## src/rtl/jtcop_pcm_pkg.sv

```systemverilog
// Shared types for the ADPCM sample-ROM responder: fetch FSM states and cache entry layout.
// Holds no logic, so it adds no latency and applies no backpressure.
package jtcop_pcm_pkg;

    localparam int PCM_AW   = 18;
    localparam int NENTRIES = 2;

    typedef enum logic [1:0] {
        ST_IDLE      = 2'd0,
        ST_WAIT_ACK  = 2'd1,
        ST_WAIT_DATA = 2'd2
    } pcm_state_e;

    typedef struct packed {
        logic              valid;
        logic [PCM_AW-2:0] tag;
        logic [15:0]       word;
    } pcm_entry_t;

endpackage

```

## src/rtl/jtcop_pcm_tagcmp.sv

```systemverilog
// Two-entry word-cache tag compare: returns hit, index of the matching entry and its word.
// Purely combinational (zero latency); no flow control.
module jtcop_pcm_tagcmp
    import jtcop_pcm_pkg::*;
(
    input  pcm_entry_t [NENTRIES-1:0] i_ent,
    input  logic [PCM_AW-2:0]         i_tag,
    output logic                      o_hit,
    output logic                      o_idx,
    output logic [15:0]               o_word
);

    always_comb begin
        o_hit  = 1'b0;
        o_idx  = 1'b0;
        o_word = 16'h0000;
        for (int i = NENTRIES - 1; i >= 0; i--) begin
            if (i_ent[i].valid && i_ent[i].tag == i_tag) begin
                o_hit  = 1'b1;
                o_idx  = 1'(i);
                o_word = i_ent[i].word;
            end
        end
    end

endmodule

```

## src/rtl/jtcop_pcm_romrq.sv

```systemverilog
// ADPCM byte port to 16-bit SDRAM word fetcher with a 2-entry word cache.
// Hits answer one cycle after the address; misses hold sdram_req until ack, data visible 2 cycles after rdy.
module jtcop_pcm_romrq
    import jtcop_pcm_pkg::*;
#(
    parameter int              AW           = 18,
    parameter logic [AW-2:0]   SDRAM_OFFSET = '0
) (
    input  logic          clk,
    input  logic          rst,
    input  logic          pcm_cs,
    input  logic [AW-1:0] pcm_addr,
    output logic [7:0]    pcm_data,
    output logic          pcm_ok,
    output logic          sdram_req,
    output logic [AW-2:0] sdram_addr,
    input  logic          sdram_ack,
    input  logic          sdram_rdy,
    input  logic [15:0]   sdram_din
);

    pcm_entry_t [NENTRIES-1:0] r_cache;
    pcm_state_e                r_state;
    logic                      r_ptr;
    logic [AW-2:0]             r_ftag;

    logic [AW-2:0] w_tag;
    logic          w_hit;
    logic          w_hit_idx;
    logic [15:0]   w_hit_word;
    logic          w_dup;
    logic          w_dup_idx;
    logic [15:0]   w_dup_word;
    logic          w_fill;
    logic          w_unused;

    assign w_tag = pcm_addr[AW-1:1];

    jtcop_pcm_tagcmp u_hit (
        .i_ent  (r_cache),
        .i_tag  (w_tag),
        .o_hit  (w_hit),
        .o_idx  (w_hit_idx),
        .o_word (w_hit_word)
    );

    // Same comparator against the in-flight tag keeps a fill from duplicating an entry.
    jtcop_pcm_tagcmp u_dup (
        .i_ent  (r_cache),
        .i_tag  (r_ftag),
        .o_hit  (w_dup),
        .o_idx  (w_dup_idx),
        .o_word (w_dup_word)
    );

    assign w_unused = ^{w_hit_idx, w_dup_word};

    assign w_fill = sdram_rdy &&
                    ((r_state == ST_WAIT_ACK && sdram_ack) || r_state == ST_WAIT_DATA);

    always_ff @(posedge clk) begin
        if (rst) begin
            pcm_ok   <= 1'b0;
            pcm_data <= 8'h00;
        end else if (pcm_cs && w_hit) begin
            pcm_ok   <= 1'b1;
            pcm_data <= pcm_addr[0] ? w_hit_word[15:8] : w_hit_word[7:0];
        end else begin
            pcm_ok   <= 1'b0;
        end
    end

    always_ff @(posedge clk) begin
        if (rst) begin
            r_state    <= ST_IDLE;
            r_cache    <= '0;
            r_ptr      <= 1'b0;
            r_ftag     <= '0;
            sdram_req  <= 1'b0;
            sdram_addr <= '0;
        end else begin
            case (r_state)
                ST_IDLE: begin
                    if (pcm_cs && !w_hit) begin
                        r_ftag     <= w_tag;
                        sdram_addr <= w_tag + SDRAM_OFFSET;
                        sdram_req  <= 1'b1;
                        r_state    <= ST_WAIT_ACK;
                    end
                end
                ST_WAIT_ACK: begin
                    if (sdram_ack) begin
                        sdram_req <= 1'b0;
                        r_state   <= sdram_rdy ? ST_IDLE : ST_WAIT_DATA;
                    end
                end
                ST_WAIT_DATA: begin
                    if (sdram_rdy) r_state <= ST_IDLE;
                end
                default: r_state <= ST_IDLE;
            endcase

            if (w_fill) begin
                if (w_dup) begin
                    r_cache[w_dup_idx] <= '{valid: 1'b1, tag: r_ftag, word: sdram_din};
                end else begin
                    r_cache[r_ptr] <= '{valid: 1'b1, tag: r_ftag, word: sdram_din};
                    r_ptr          <= ~r_ptr;
                end
            end
        end
    end

endmodule

```

## config.mk

```make
export PLATFORM = sky130hd
export DESIGN_NAME = jtcop_pcm_romrq
export DESIGN_NICKNAME = d
export VERILOG_FILES = /design/src/rtl/jtcop_pcm_pkg.sv /design/src/rtl/jtcop_pcm_tagcmp.sv /design/src/rtl/jtcop_pcm_romrq.sv
export SDC_FILE = /design/constraint.sdc
export NUM_CORES = 1
export LEC_CHECK = 0
export CAP_MARGIN = 20
export CORE_MARGIN = 2
export CORE_UTILIZATION = 45
export DETAILED_ROUTE_END_ITERATION = 8
export GPL_TIMING_DRIVEN = 0
export HOLD_SLACK_MARGIN = 0.1
export MAX_ROUTING_LAYER = met4
export PLACE_DENSITY = 0.77
export SYNTH_ARGS = -nofsm -noshare
export SYNTH_HDL_FRONTEND = slang
export SYNTH_SLANG_ARGS = --single-unit
export TNS_END_PERCENT = 10
```

## constraint.sdc

```tcl
create_clock -name clk -period 3.8 [get_ports clk]
set_input_delay 0.57 -clock clk [delete_from_list [all_inputs] [get_ports clk]]
set_output_delay 0.57 -clock clk [all_outputs]
set_load 0.005 [all_outputs]
```

==> metrics.txt <==
Inst Count DP=699; result of the run=complete, no violations; Tcrit/Tclk final=0.690; critical path's slowest cell=sky130_fd_sc_hd__clkdlybuf4s50_1; TNS Setup=0 ps; combined area of all synthesized cells=0.00501 mm2; relative max-transition margin=0.477; Max-Cap Viols=0; endpoints failing setup=0; Fmax=roughly 0.38 GHz; hold-fix buffers at CTS=0; critical path peak fanout=10; clock transition at the register clock pins on the worst setup and hold paths after CTS=100 ps; fin area=0.00601 mm2; critical path cell sequence=clkdlybuf4s50_1 -> xnor2_1 -> nand4_1 -> nor3_1 -> nand3_1 -> clkbuf_1 -> a211o_2 -> o2bb2ai_1; worst hold slack=473 ps; number of enable flip-flop cells after synthesis=0; initial antenna violation count=0; full die area=0.0120 mm2; CP required=4120 ps; number of unique standard cell types used by synthesis=37; Syn Nets=535; number of warnings reported in the yosys synthesis log=0; Critical Path AT=2950 ps; cts bufs inserted=9; total design power=2.03 mW; Mapped Avg Cell Area=~10 um2; effective utilization at floorplan=0.462; Area Overhead vs Synth=19.9%; clock period minus worst slack=2620 ps; sequential share of the synthesized area=0.391; post-CTS resize count=0; commonest non-fill, non-tap cell in the layout=sky130_fd_sc_hd__nand2b_1; worst min path class=reg -> reg; Routed WL per cell=between 15 and 20 um; Final Net Count=609; leakage component of the power=2.37 nW; worst stage delay on the critical path=a little under 500 ps; crit start category=input pin; Hold Violations, Final=0; detailed-route DRC error count=0; H-tree level count=3; filler cell count=roughly 1,000; clock latency on the worst-skew pair=390 ps; register bit total from synthesis=98; power density normalized to cell area=337 mW/mm2; FFs w/ async S/R, synth=0; core region area=0.0108 mm2; final WL=~13,000 um; most used flip-flop cell after synthesis=sky130_fd_sc_hd__dfxtp_1; drt first-iter violations=192; master cell of the clock root buffer=sky130_fd_sc_hd__clkbuf_8; clk_skew=11.7 ps; number of buffers inserted to repair setup after CTS=0; residual overflow from global routing=0; area of placed instances=0.00582 mm2; largest net degree at the start of global routing=17; leading cell types in the layout, fill and taps excluded=sky130_fd_sc_hd__nand2b_1, sky130_fd_sc_hd__mux2i_1, sky130_fd_sc_hd__dfxtp_1, sky130_fd_sc_hd__clkdlybuf4s50_1, sky130_fd_sc_hd__xnor2_1; clock tree from TritonCTS=yes; I/O Pins=66; Synth Instances=496; endpoint type of the worst setup path=register; number of inserted diodes=0; max-slew violation count=0; global-route wire length before repair=20,200 um; transition time of the tightest slew-check pin=785 ps; number of clock sinks seen by CTS=98; unrepaired setup endpoints after global routing=no; global-route usage over all layers=0.234; post-detailed-placement half-perimeter wirelength=9680 um; maximum resistive drop on vdd=0.168 mV; start-to-end type of the worst setup path=in -> reg; fraction of final layout cells sized beyond drive strength 1=0.0643; chip width=around 110 um; vias per cell=roughly 5.3; vias post-DR=3,791; Max clock buf depth=2; Final Wtd Congestion=0.938; vias in the first global route=between 3k and 4k; y dimension of the die=110 um; Final Non-Filler Cells=715; drt pass-1 iters=4; total of buffers placed on input and output ports=63; std cell rows=38; post-detailed-route count of antenna-violating nets=0
-- per-stage QoR --
step	utilization	setup WS, ps
floorplan	-	1610
finish	0.554	1180
detailed placement	0.537	817
global route	0.554	1010
global placement	0.537	830
CTS	0.554	1220
-- worst max-delay path, delay by kind of cell --
| family | cells | cell delay (ps) |
|---|---|---|
| AOI/OAI and AO/OA | 2 | 650 |
| xor gates and xnor gates | 1 | 330 |
| buffers and inverters | 2 | 820 |
| and+or+nand+nor | 3 | 580 |
-- cell type report --
class	count	area [um2]	area share
Multi-Input combinational cell	367	2900	0.483
Sequential cell	98	1960	0.326
Timing Repair Buffer	63	631	0.105
Tap cell	140	175	0.0291
Clock buffer	11	151	0.0252
Buffer	27	135	0.0225
Clock inverter	5	38.8	0.00645
Inverter	4	15.0	0.00250
-- synth_stat cells (2+ instances only) --
| library cell | count | area [um2] |
|---|---|---|
| sky130_fd_sc_hd__nand2b_1 | 106 | 663 |
| sky130_fd_sc_hd__mux2i_1 | 99 | 991 |
| sky130_fd_sc_hd__dfxtp_1 | 98 | 1960 |
| sky130_fd_sc_hd__xnor2_1 | 50 | 438 |
| sky130_fd_sc_hd__clkbuf_1 | 19 | 71.3 |
| sky130_fd_sc_hd__xor2_1 | 18 | 158 |
| sky130_fd_sc_hd__nand4_1 | 17 | 106 |
| sky130_fd_sc_hd__or2b_1 | 10 | 75.1 |
| sky130_fd_sc_hd__mux2_2 | 9 | 101 |
| sky130_fd_sc_hd__o2bb2ai_1 | 8 | 70.1 |
| sky130_fd_sc_hd__nor3_1 | 7 | 35.0 |
| sky130_fd_sc_hd__nor4_1 | 6 | 37.5 |
| sky130_fd_sc_hd__a21oi_1 | 5 | 25.0 |
| sky130_fd_sc_hd__buf_2 | 5 | 25.0 |
| sky130_fd_sc_hd__nand2_1 | 5 | 18.8 |
| sky130_fd_sc_hd__nand3_1 | 5 | 25.0 |
| sky130_fd_sc_hd__inv_1 | 4 | 15.0 |
| sky130_fd_sc_hd__nor2_1 | 3 | 11.3 |
| sky130_fd_sc_hd__a21o_1 | 2 | 15.0 |
| sky130_fd_sc_hd__a41oi_1 | 2 | 17.5 |
| sky130_fd_sc_hd__and3_1 | 2 | 12.5 |
-- routing by layer --
layer | vias to the layer above | track usage | wire length, um | share of wire
met2 | 78 | 0.372 | 6030 | 0.47
met4 | 0 | 0.0814 | 301 | 0.023
met1 | 1847 | 0.300 | 6070 | 0.47
met3 | 24 | 0.0451 | 552 | 0.043
li1 | 1842 | - | - | -
met5 | - | - | 0 | 0
-- logic make-up (layout without fill, tap and decap cells) --
kind of cell,count (synthesis),after routing,synth area share
AND/OR/NAND/NOR,169,169,0.209
multiplexers,108,108,0.218
flip-flops,98,98,0.391
XOR/XNOR,68,68,0.119
buffers and inverters,31,110,0.0299
AO/OA/AOI/OAI,22,22,0.0327
-- where the power goes --
group,total [mW],internal [mW],switching (mW)
sequential,1.08,1.05,0.0272
combinational,0.292,0.153,0.139
clock,0.659,0.276,0.382
-- registers in the layout, summed over array words and instances, names as in the netlist --
| register | flops |
|---|---|
| pcm_data | 8 |
| pcm_ok | 1 |
| r_cache | 68 |
| r_ftag | 17 |
| r_ptr | 1 |
| r_state | 2 |
| sdram_req | 1 |
-- final timing paths --
check / startpoint / to / slack, ps / cells after the start
max: pcm_addr[3] / pcm_data[5] / 1180 / 8
min: pcm_data[6] / pcm_data[6] / 470 / 1
max reg2reg: r_ftag[2] / r_cache[22] / 1230 / 8
min reg2reg: pcm_data[6] / pcm_data[6] / 470 / 1
No activity file was read; power rests on OpenSTA's default activity.
==> RTL edit, RTL diff (same settings) <==
Set the package constant `NENTRIES` to 1 (it was 2).
--- a/src/rtl/jtcop_pcm_pkg.sv
+++ b/src/rtl/jtcop_pcm_pkg.sv
@@ -3,7 +3,7 @@
 package jtcop_pcm_pkg;
 
     localparam int PCM_AW   = 18;
-    localparam int NENTRIES = 2;
+    localparam int NENTRIES = 1;
 
     typedef enum logic [1:0] {
         ST_IDLE      = 2'd0,
Function: changed (Yosys sat finds a counterexample within 10 cycles, from zero or initial values and one cycle with rst high).
==> RTL edit against the original RTL <==
  * Largest power group is now the clock network
  * Die area down 34%
  * Core utilization grew 6.0 points
  * Wire length down 42%
  * Sequential power is 34% lower
  * Synthesized area down 36%
  * Via count is 35% lower
  * Sequential cell count is 34 lower
  * Design area is 30% lower
  * Count of clock-buffer cells in the layout is 1 lower
  * Largest cell class unchanged
  * Critical path depth up 1
  * Total power shrank 17%
  * Setup slack better by 0.26 ns
==> RTL edit: results (changes against the original RTL) <==
run_status:
  outcome: "complete, no violations"
placement:
  gp_congestion: 0.8354  # -11%
  portBuffers: 62  # -1.6%
  hpwlAfterDp_um: 5363  # -45%
critical_path:
  r2r-end: "r_ftag[13]"
  critPathArrivalTime_ns: 2.64  # -0.31 ns
  path_delay_family: "buffers and inverters"
  cpPeakStageDelay_ns: 0.50
  rrSetupSlack_ns: 1.79  # +0.56 ns
  startpoint: "pcm_addr[11]"
  rr_startpoint: "r_cache[26]"
  slowest_stage: "clkdlybuf4s50_1"
  r2r_cells: 8  # unchanged
  critPathMaxFanout: 10  # unchanged
logic_synthesis:
  ys.warnings.count: 0  # unchanged
  synthTopCellsByArea: "dfxtp_1, mux2i_1, nand2b_1"
  synth-seq-area-share_pct: 39.71  # +0.57 points
  synthArstFlopShare_pct: 0  # unchanged
  synth_ff_type: "dfxtp_1"
  synth_most_common_cell: "nand2b_1"
  ys_top_cells_by_count: "nand2b_1, dfxtp_1, mux2i_1, xnor2_1, nand4_1"
  synthesis.nets: 358  # -33%
  ys_types: 32  # -14%
hold_path:
  holdPathEnd: "r_cache[10]"
  min_path_type: "flip-flop to flip-flop"
  hold_start: "r_cache[10]"
  whs_path_depth: 2  # +1
clocking:
  clk-insertion-delay-late_ns: 0.36  # -0.03 ns
  clkTransAtPathRegs_ns: 0.08  # -0.02 ns
  cts_buffers: 9  # unchanged
  post_cts_buffers: 0  # unchanged
  ctsLongestPathBuffers: 2  # unchanged
  cts_resized: 0  # unchanged
global_route:
  antenna_found_initial: 0  # unchanged
  grt_max_degree: 13  # -4
  grt_pass1_wl_um: 11600  # -42%
  globalRouteTotalUtil_pct: 20.51  # -2.9 points
  grt_pass1_vias: 2351  # -39%
final_layout:
  reg_top3: "r_cache: 34 flops, r_ftag: 17 flops, pcm_data: 8 flops"
  antenna_cells: 0  # unchanged
  nets: 431  # -29%
  fillers: 566  # -43%
  drive_gt1_share_pct: 7.305  # +0.87 points
power:
  power_frac_seq_pct: 42.5  # -11 points
  leakage_uw: 0.001732  # -27%
  clock_power_share_pct: 44.5  # +12 points
  ir_drop_mv: 0.2095  # +24%
  power.switching_uw: 403.3  # -27%
  p_clk_uw: 748  # +14%
route:
  dr.pass1.iters: 4  # unchanged
  finalWirelength_um: 7476  # -42%
  via_per_inst: 4.972  # -6.2%
  drtIter0Drc: 80  # -58%
sta:
  tightestPinTransition_ns: 0.5985  # -0.1861 ns
  fin_skew_ns: 0.01139  # -0.0002764 ns
  setup_viol: 0  # unchanged
## RTL edit: worst max path at each step
stage	slack, ns	to
detailed placement	1.08	r_ftag[13]
finish	1.44	r_ftag[13]
floorplan	1.86	r_ftag[10]
CTS	1.44	r_ftag[13]
global route	1.37	r_ftag[12]
global placement	1.10	r_ftag[10]
## RTL edit: cells by family after synthesis
kind of cell / Yosys count / synth area share, %
AOI/OAI and AO/OA: 15 / 4.188
xor gates and xnor gates: 34 / 9.229
buffers and inverters: 23 / 4.071
DFF: 64 / 39.71
muxes: 59 / 18.34
and+or+nand+nor: 124 / 24.47
## RTL edit: area by class of cell
| cell class | count | share of cell area [%] |
|---|---|---|
| well taps | 96 | 2.846 |
| clock buffers | 10 | 3.261 |
| inverters | 2 | 0.1779 |
| flip-flops and latches | 64 | 30.36 |
| repair buffers | 62 | 14.70 |
| clock inverters | 6 | 2.728 |
| plain buffers | 21 | 2.935 |
| multi-input cells | 232 | 42.99 |
## RTL edit: per-layer routing
metal / global-route usage, % / up-vias / share of wire [%] / wire length, um
met3: 3.358 / 10 / 4.2 / 317
li1: - / 1235 / - / -
met2: 30.33 / 53 / 46 / 3469
met5: - / - / 0 / 0
met4: 9.917 / 0 / 1.7 / 129
met1: 27.18 / 1153 / 48 / 3560
## RTL edit: tightest hold or removal path, delay by kind of cell, from the launching register on
family	cells	cell delay, ns
flops	1	0.31
simple gates	1	0.06
mux	1	0.06
## RTL edit: per-stage QoR
stage               utilization [%]  worst slack, ns  instances  hold slack, ns  instance area [um2]
finish                        61.44            1.444        493          0.4772                 4220
global route                  61.44            1.368        493          0.5063                 4220
CTS                           61.44            1.441        493          0.4789                 4220
detailed placement            57.76            1.079        477          0.4670                 3968
global placement              57.76            1.096        477          0.4614                 3968
floorplan                         -            1.856        319          0.4512                 3227
